File: config.mk
export PLATFORM = sky130hd
export DESIGN_NAME = pc_unit_flat
export DESIGN_NICKNAME = d
export VERILOG_FILES = /design/src/rtl/pc_pkg.sv /design/src/rtl/pc_unit_if.sv /design/src/rtl/pc_ret_stack.sv /design/src/rtl/pc_unit.sv /design/src/flat_wrapper.sv
export SDC_FILE = /design/constraint.sdc
export NUM_CORES = 1
export LEC_CHECK = 0
export BUFFER_PORTS_ARGS = -buffer_cell sky130_fd_sc_hd__buf_2
export CORE_MARGIN = 4
export CORE_UTILIZATION = 40
export DETAILED_ROUTE_END_ITERATION = 10
export GPL_ROUTABILITY_DRIVEN = 0
export GPL_TIMING_DRIVEN = 1
export SLEW_MARGIN = 20
export SYNTH_ARGS = -nofsm -noshare
export SYNTH_HDL_FRONTEND = slang
export SYNTH_SLANG_ARGS = --single-unit
File: constraint.sdc
create_clock -name Clk -period 3.67 [get_ports Clk]
set_input_delay 0.1835 -clock Clk [delete_from_list [all_inputs] [get_ports Clk]]
set_output_delay 0.1835 -clock Clk [all_outputs]
set_load 0.05 [all_outputs]
File: src/rtl/pc_pkg.sv
// Shared types and helpers for the program-counter unit.
package pc_pkg;

   // Sequencer states of the fetch-side program counter.
   typedef enum logic [1:0] {
      PC_IDLE = 2'd0,
      PC_RUN  = 2'd1,
      PC_HALT = 2'd2
   } pc_state_t;

   // Working width for offset arithmetic; callers truncate back to their PC width.
   localparam int PC_MAXW = 32;

   // Adds a sign-extended offset to a zero-extended PC; wraps modulo 2^PC_MAXW.
   function automatic logic [PC_MAXW-1:0] pc_add_offset(
      input logic        [PC_MAXW-1:0] pc,
      input logic signed [PC_MAXW-1:0] off
   );
      return pc + $unsigned(off);
   endfunction

endpackage

File: src/rtl/pc_unit_if.sv
// Decoder/ALU/fetch-side signals of the program-counter unit.
interface pc_unit_if #(
   parameter int L    = 10,
   parameter int TSW  = 2,
   parameter int OFFW = 8
);
   logic                   Start;
   logic [L-1:0]           StartAddr;
   logic                   Halt;
   logic                   JmpEq;
   logic                   JmpNe;
   logic                   JmpAl;
   logic                   Call;
   logic                   Ret;
   logic                   Zero;
   logic [TSW-1:0]         TgtSel;
   logic                   TgtWrEn;
   logic                   OffsetEn;
   logic signed [OFFW-1:0] Offset;
   logic [L-1:0]           ProgCtr;
   logic                   Running;
   logic                   Done;
   logic                   StackErr;

   // Decoder / sequencer side.
   modport master (
      output Start, StartAddr, Halt, JmpEq, JmpNe, JmpAl, Call, Ret, Zero,
             TgtSel, TgtWrEn, OffsetEn, Offset,
      input  ProgCtr, Running, Done, StackErr
   );

   // Program-counter unit side.
   modport slave (
      input  Start, StartAddr, Halt, JmpEq, JmpNe, JmpAl, Call, Ret, Zero,
             TgtSel, TgtWrEn, OffsetEn, Offset,
      output ProgCtr, Running, Done, StackErr
   );
endinterface

File: src/rtl/pc_ret_stack.sv
// Return-address stack: LIFO of SDEPTH entries, top readable combinationally.
module pc_ret_stack #(
   parameter int L      = 10,
   parameter int SDEPTH = 4
) (
   input  logic         Clk,
   input  logic         Reset,
   input  logic         push,
   input  logic         pop,
   input  logic [L-1:0] din,
   output logic [L-1:0] dout,
   output logic         full,
   output logic         empty
);
   localparam int PW = $clog2(SDEPTH + 1);
   localparam int IW = (SDEPTH > 1) ? $clog2(SDEPTH) : 1;

   // Entry storage is not reset: an empty pointer makes its contents irrelevant.
   logic [L-1:0]  mem [2**IW];
   logic [PW-1:0] ptr;

   assign empty = (ptr == '0);
   assign full  = (ptr == PW'(SDEPTH));
   assign dout  = empty ? '0 : mem[IW'(ptr - PW'(1))];

   // Occupancy pointer: counts 0..SDEPTH; push wins if both are requested.
   always_ff @(posedge Clk) begin
      if (Reset)
         ptr <= '0;
      else if (push && !full)
         ptr <= ptr + PW'(1);
      else if (pop && !empty)
         ptr <= ptr - PW'(1);
   end

   // Write the pushed return address into the next free slot.
   always_ff @(posedge Clk) begin
      if (push && !full)
         mem[IW'(ptr)] <= din;
   end

endmodule

File: src/rtl/pc_unit.sv
// Program counter for the fetch stage: run/idle/halt sequencer, branch-target
// registers, conditional/unconditional jumps and call/return via a hardware stack.
module pc_unit
   import pc_pkg::*;
#(
   parameter int L      = 10,
   parameter int NREG   = 3,
   parameter int OFFW   = 8,
   parameter int SDEPTH = 4,
   parameter int TSW    = $clog2(NREG + 1)
) (
   input logic      Clk,
   input logic      Reset,
   pc_unit_if.slave bus
);
   pc_state_t    state_q, state_n;
   logic [L-1:0] pc_q, pc_n, pc_inc, tgt, tr_wdata, stk_top;
   // Indexed directly by TgtSel; slot 0 and slots above NREG are never written.
   logic [L-1:0] tr_q [2**TSW];
   logic         sel_valid, jmp_taken;
   logic         stk_push, stk_pop, stk_full, stk_empty;
   logic         err_q, err_set;

   assign pc_inc    = pc_q + L'(1);
   assign sel_valid = (bus.TgtSel != '0) && (int'(bus.TgtSel) <= NREG);
   assign tgt       = tr_q[bus.TgtSel];
   assign jmp_taken = bus.JmpAl | (bus.JmpEq & bus.Zero) | (bus.JmpNe & ~bus.Zero);
   assign tr_wdata  = bus.OffsetEn
                      ? L'(pc_add_offset(PC_MAXW'(pc_q), PC_MAXW'($signed(bus.Offset))))
                      : pc_q;

   assign bus.ProgCtr  = pc_q;
   assign bus.StackErr = err_q;

   pc_ret_stack #(
      .L      (L),
      .SDEPTH (SDEPTH)
   ) u_stack (
      .Clk   (Clk),
      .Reset (Reset),
      .push  (stk_push),
      .pop   (stk_pop),
      .din   (pc_inc),
      .dout  (stk_top),
      .full  (stk_full),
      .empty (stk_empty)
   );

   // Sequencer state register.
   always_ff @(posedge Clk) begin
      if (Reset)
         state_q <= PC_IDLE;
      else
         state_q <= state_n;
   end

   // Next state: Start launches from IDLE/HALT, Halt stops a running program.
   always_comb begin
      state_n = state_q;
      case (state_q)
         PC_IDLE, PC_HALT: if (bus.Start) state_n = PC_RUN;
         PC_RUN:           if (bus.Halt)  state_n = PC_HALT;
         default:          state_n = PC_IDLE;
      endcase
   end

   // Status outputs decoded from the registered state.
   always_comb begin
      bus.Running = (state_q == PC_RUN);
      bus.Done    = (state_q == PC_HALT);
   end

   // Next PC and stack control, priority Halt > Ret > Call > jump > increment.
   always_comb begin
      pc_n     = pc_q;
      stk_push = 1'b0;
      stk_pop  = 1'b0;
      err_set  = 1'b0;
      if (state_q == PC_RUN) begin
         if (bus.Halt) begin
            pc_n = pc_q;
         end else if (bus.Ret) begin
            if (!stk_empty) begin
               pc_n    = stk_top;
               stk_pop = 1'b1;
            end else begin
               err_set = 1'b1;
               pc_n    = pc_inc;
            end
         end else if (bus.Call && sel_valid) begin
            if (!stk_full) begin
               stk_push = 1'b1;
               pc_n     = tgt;
            end else begin
               err_set = 1'b1;
               pc_n    = pc_inc;
            end
         end else if (jmp_taken && sel_valid) begin
            pc_n = tgt;
         end else begin
            pc_n = pc_inc;
         end
      end else if (bus.Start) begin
         pc_n = bus.StartAddr;
      end
   end

   // PC register and sticky stack-error flag.
   always_ff @(posedge Clk) begin
      if (Reset) begin
         pc_q  <= '0;
         err_q <= 1'b0;
      end else begin
         pc_q <= pc_n;
         if (err_set)
            err_q <= 1'b1;
      end
   end

   // Branch-target registers; writable in any state, a same-cycle jump sees the old value.
   always_ff @(posedge Clk) begin
      if (Reset) begin
         for (int k = 0; k < 2**TSW; k++)
            tr_q[k] <= '0;
      end else if (bus.TgtWrEn && sel_valid) begin
         tr_q[bus.TgtSel] <= tr_wdata;
      end
   end

endmodule

File: src/flat_wrapper.sv
// flat-port wrapper written by rule: the top's interface ports become plain ports
module pc_unit_flat import pc_pkg::*;
#(
   parameter int L      = 10,
   parameter int NREG   = 3,
   parameter int OFFW   = 8,
   parameter int SDEPTH = 4,
   parameter int TSW    = $clog2(NREG + 1)
)
  (Clk, Reset, bus_Start, bus_StartAddr, bus_Halt, bus_JmpEq, bus_JmpNe, bus_JmpAl, bus_Call, bus_Ret, bus_Zero, bus_TgtSel, bus_TgtWrEn, bus_OffsetEn, bus_Offset, bus_ProgCtr, bus_Running, bus_Done, bus_StackErr);
  pc_unit_if #(.L(L), .TSW(TSW), .OFFW(OFFW)) bus_i ();
  input logic Clk;
  input logic Reset;
  input wire logic [$bits(bus_i.Start)-1:0] bus_Start;
  input wire logic [$bits(bus_i.StartAddr)-1:0] bus_StartAddr;
  input wire logic [$bits(bus_i.Halt)-1:0] bus_Halt;
  input wire logic [$bits(bus_i.JmpEq)-1:0] bus_JmpEq;
  input wire logic [$bits(bus_i.JmpNe)-1:0] bus_JmpNe;
  input wire logic [$bits(bus_i.JmpAl)-1:0] bus_JmpAl;
  input wire logic [$bits(bus_i.Call)-1:0] bus_Call;
  input wire logic [$bits(bus_i.Ret)-1:0] bus_Ret;
  input wire logic [$bits(bus_i.Zero)-1:0] bus_Zero;
  input wire logic [$bits(bus_i.TgtSel)-1:0] bus_TgtSel;
  input wire logic [$bits(bus_i.TgtWrEn)-1:0] bus_TgtWrEn;
  input wire logic [$bits(bus_i.OffsetEn)-1:0] bus_OffsetEn;
  input wire logic [$bits(bus_i.Offset)-1:0] bus_Offset;
  output wire logic [$bits(bus_i.ProgCtr)-1:0] bus_ProgCtr;
  output wire logic [$bits(bus_i.Running)-1:0] bus_Running;
  output wire logic [$bits(bus_i.Done)-1:0] bus_Done;
  output wire logic [$bits(bus_i.StackErr)-1:0] bus_StackErr;
  assign bus_i.Start = bus_Start;
  assign bus_i.StartAddr = bus_StartAddr;
  assign bus_i.Halt = bus_Halt;
  assign bus_i.JmpEq = bus_JmpEq;
  assign bus_i.JmpNe = bus_JmpNe;
  assign bus_i.JmpAl = bus_JmpAl;
  assign bus_i.Call = bus_Call;
  assign bus_i.Ret = bus_Ret;
  assign bus_i.Zero = bus_Zero;
  assign bus_i.TgtSel = bus_TgtSel;
  assign bus_i.TgtWrEn = bus_TgtWrEn;
  assign bus_i.OffsetEn = bus_OffsetEn;
  assign bus_i.Offset = bus_Offset;
  assign bus_ProgCtr = bus_i.ProgCtr;
  assign bus_Running = bus_i.Running;
  assign bus_Done = bus_i.Done;
  assign bus_StackErr = bus_i.StackErr;
  pc_unit #(.L(L), .NREG(NREG), .OFFW(OFFW), .SDEPTH(SDEPTH), .TSW(TSW)) u_core (.Clk(Clk), .Reset(Reset), .bus(bus_i));
endmodule
==> summary.txt <==
CTS
  • Clock root buffer: clkbuf_16
  • Postcts setup bufs: 0
  • Worst-Skew Late Latency: 0.34 ns
  • H-tree levels: 3
  • Reg clk slew, reported paths: 0.07 ns
  • CTS max path bufs: 2
  • Cts repair resizes: 0
  • TritonCTS clock tree: built
  • # hold bufs at CTS: 0
  • Clock Sinks: 96
  • Inserted Clock Buffers: 9

Route
  • Routed vias: 3288
  • DR vias/cell: 5.46
  • Initial drt markers: 316
  • Drt pass-1 iters: 5
  • Routed WL: 11.6 mm
  • Drt drc: 0
  • WL met2: 5.38 mm
  • Metal-1 WL: 5.41 mm
  • Post-route ant nets: 0
  • Highest metal used: met4
  • Routed length per instance: 19.2 µm
  • Met3 wire length: 611 µm

Setup path
  • Flop-to-flop setup slack: 1.09 ns
  • CP Launch Type: flip-flop
  • Setup CP Type: reg2reg
  • Top delay family on crit path: adder cells
  • Slowest cell on the critical path: nor3_1
  • Worst Setup End Kind: flip-flop
  • Worst Path Required: 3.74 ns
  • Crit path buf inv count: 0
  • Cell mode on critical path: nor3_1
  • Crit-path max FO: 9
  • Crit path DAT: 2.65 ns
  • CP peak stage delay: 0.43 ns
  • CP cell instances: ha_1 > fa_1 > a21o_1 > a22oi_1 > nor3_1 > nor3_1 > nor2_1

Die
  • Starting Density: 0.412
  • Full die area: 14300 µm²
  • Die width: 120 µm
  • Rows: 40
  • Core ar.: 12100 µm²
  • Ports: 45
  • Die outline height: 120 µm

Logic synthesis
  • Ys flop type: edfxtp_1
  • Area leader, netlist: edfxtp_1
  • Synth warnings: 0
  • Synth cell count leaders: edfxtp_1 (80), nor2_1 (42), mux4_2 (19)
  • Post-synthesis sequential area ratio: 0.546
  • Synth top area share: 0.482
  • Most frequent cell after synthesis: edfxtp_1
  • Synth Register Bits: 96
  • Avg Inst Size Synth: 13.0 µm²
  • Top cells by area, synth: edfxtp_1 (48%), mux4_2 (8.6%), dfxtp_1 (6.4%), ha_1 (3.8%), nor2_1 (3.2%)
  • Synth async-reset ratio: 0
  • Yosys cell types: 66
  • Mapped Cells: 382
  • Post-synth EDFFs: 80
  • Mapped Area: 4980 µm²

STA
  • Fmax: 388 MHz
  • Worst slew pin tran: 0.849 ns
  • Final setup violation count: 0
  • Setup TNS: 0 ns
  • Minimum clock period: 2.58 ns
  • Crit share post-route: 0.702
  • RSZ-0062 raised after global routing: false
  • Slew Limit Headroom: 0.418
  • Final-report hold violation count: 0
  • Pins Over Slew Limit: 0
  • Clock skew: 0.00759 ns

Power and ir drop
  • PnR Total Power: 2.51 mW
  • Peak supply drop: 0.196 mV
  • Power per cell area: 447 nW/µm²
  • Pleak: 2.06 nW

Global route
  • Initial antenna violation count: 0
  • First-pass GRT wire length: 18.5 mm
  • Pin count of the biggest net entering global routing: 32
  • Total gr overflow: 0
  • Vias in the first global route: 3262
  • Tot GR Track Use: 0.169

Layout
  • Diode count: 0
  • Layout cell share with drive strength beyond 1: 0.228
  • Filler cells: 1086
  • P&R area growth vs syn: 12.7%
  • Nets: 477

Placement
  • DP Wirelength: 8.50 mm
  • Port bufs: 44

Status
  • Outcome: completed

Hold path
  • Hold Path Class: in2reg

Run
  • Max-cap check violation count: 0
[layout by cell type, fill, tap and decap left out, drive strengths merged, types with 2 or more instances in the layout]
cell      n
and3      4
o22a      3
edfxtp   80
clkbuf   13
clkinv    2
o21ai    14
nor2     42
ha       15
a211oi   10
mux4     20
a2111oi   2
nor3      5
a21boi    2
inv      14
nor3b     4
o32ai     2
a21o      5
nor2b     5
a221oi    3
o21bai    4
xor2      2
nand2    10
dfxtp    16
o211ai    4
conb     10
a32o      2
and2      6
a21oi    14
nand3    12
xnor2    10
o22ai     4
a22oi     2
buf      45
a31oi     5
or2       4
mux2i     4
nand2b   13
o221a     2
o311ai    2
nand3b    3
[per-layer routing]
layer  up-vias  track usage
li1       1567            -
met1      1615        0.237
met2        94        0.261
met3        12       0.0391
met4         0       0.0544
met5         -            0
[final timing paths]
path	from	to	depth (start not counted)
setup / recovery	u_core.bus.ProgCtr[0]	u_core.tr_q[2][8]	7
hold / removal	bus_StartAddr[1]	u_core.bus.ProgCtr[1]	3
setup reg to reg	u_core.bus.ProgCtr[0]	u_core.tr_q[2][8]	7
hold reg to reg	u_core.bus.StackErr	u_core.bus.StackErr	2
[flip-flops by register name (all words and copies together), names as in the netlist]
name / cells
u_core.bus.ProgCtr: 10
u_core.tr_q: 40
u_core.bus.StackErr: 1
u_core.u_stack.mem: 40
u_core.u_stack.ptr: 3
u_core.state_q: 2
[worst register-to-register path, stage by stage, from the launching register on]
cell and delay (ns):
dfxtp_1 0.42, ha_1 0.31, fa_1 0.42, a21o_1 0.21, a22oi_1 0.30, nor3_1 0.11, nor3_1 0.43, nor2_1 0.10
[cell families after synthesis]
| logic type | count (synthesis) | synth area share |
|---|---|---|
| simple gates | 112 | 0.117 |
| flops | 96 | 0.546 |
| fa+ha+maj | 16 | 0.0417 |
| buf+inv | 31 | 0.0309 |
| compound gates | 89 | 0.140 |
| xor+xnor | 12 | 0.0211 |
| other cells | 1 | 0.000752 |
| mux | 25 | 0.102 |
[area by class of cell]
| type | count | area (µm²) | share of cell area |
|---|---|---|---|
| Clock buffer | 13 | 250 | 0.0445 |
| Clock inverter | 3 | 16.3 | 0.00290 |
| Inverter | 13 | 48.8 | 0.00869 |
| Multi-Input combinational cell | 264 | 2140 | 0.381 |
| Sequential cell | 96 | 2720 | 0.485 |
| Tap cell | 168 | 210 | 0.0374 |
| Timing Repair Buffer | 45 | 228 | 0.0405 |
[through the flow]
stage / cells / hold slack, ns / util / cell area, µm² / setup WS, ns
after floorplan: 391 / 0.336 / - / 5020 / 1.26
after global placement: 586 / 0.471 / 0.442 / 5350 / 1.04
after detailed placement: 586 / 0.465 / 0.442 / 5350 / 1.10
after CTS: 602 / 0.169 / 0.464 / 5620 / 1.07
after global routing: 602 / 0.197 / 0.464 / 5620 / 0.891
final: 602 / 0.180 / 0.464 / 5620 / 1.09
[power breakdown]
group,switching (mW),internal (mW)
Sequential,0.0376,1.24
Combinational,0.243,0.138
Clock,0.378,0.477
Total,0.659,1.85
Power figures use the tool's default switching activity.
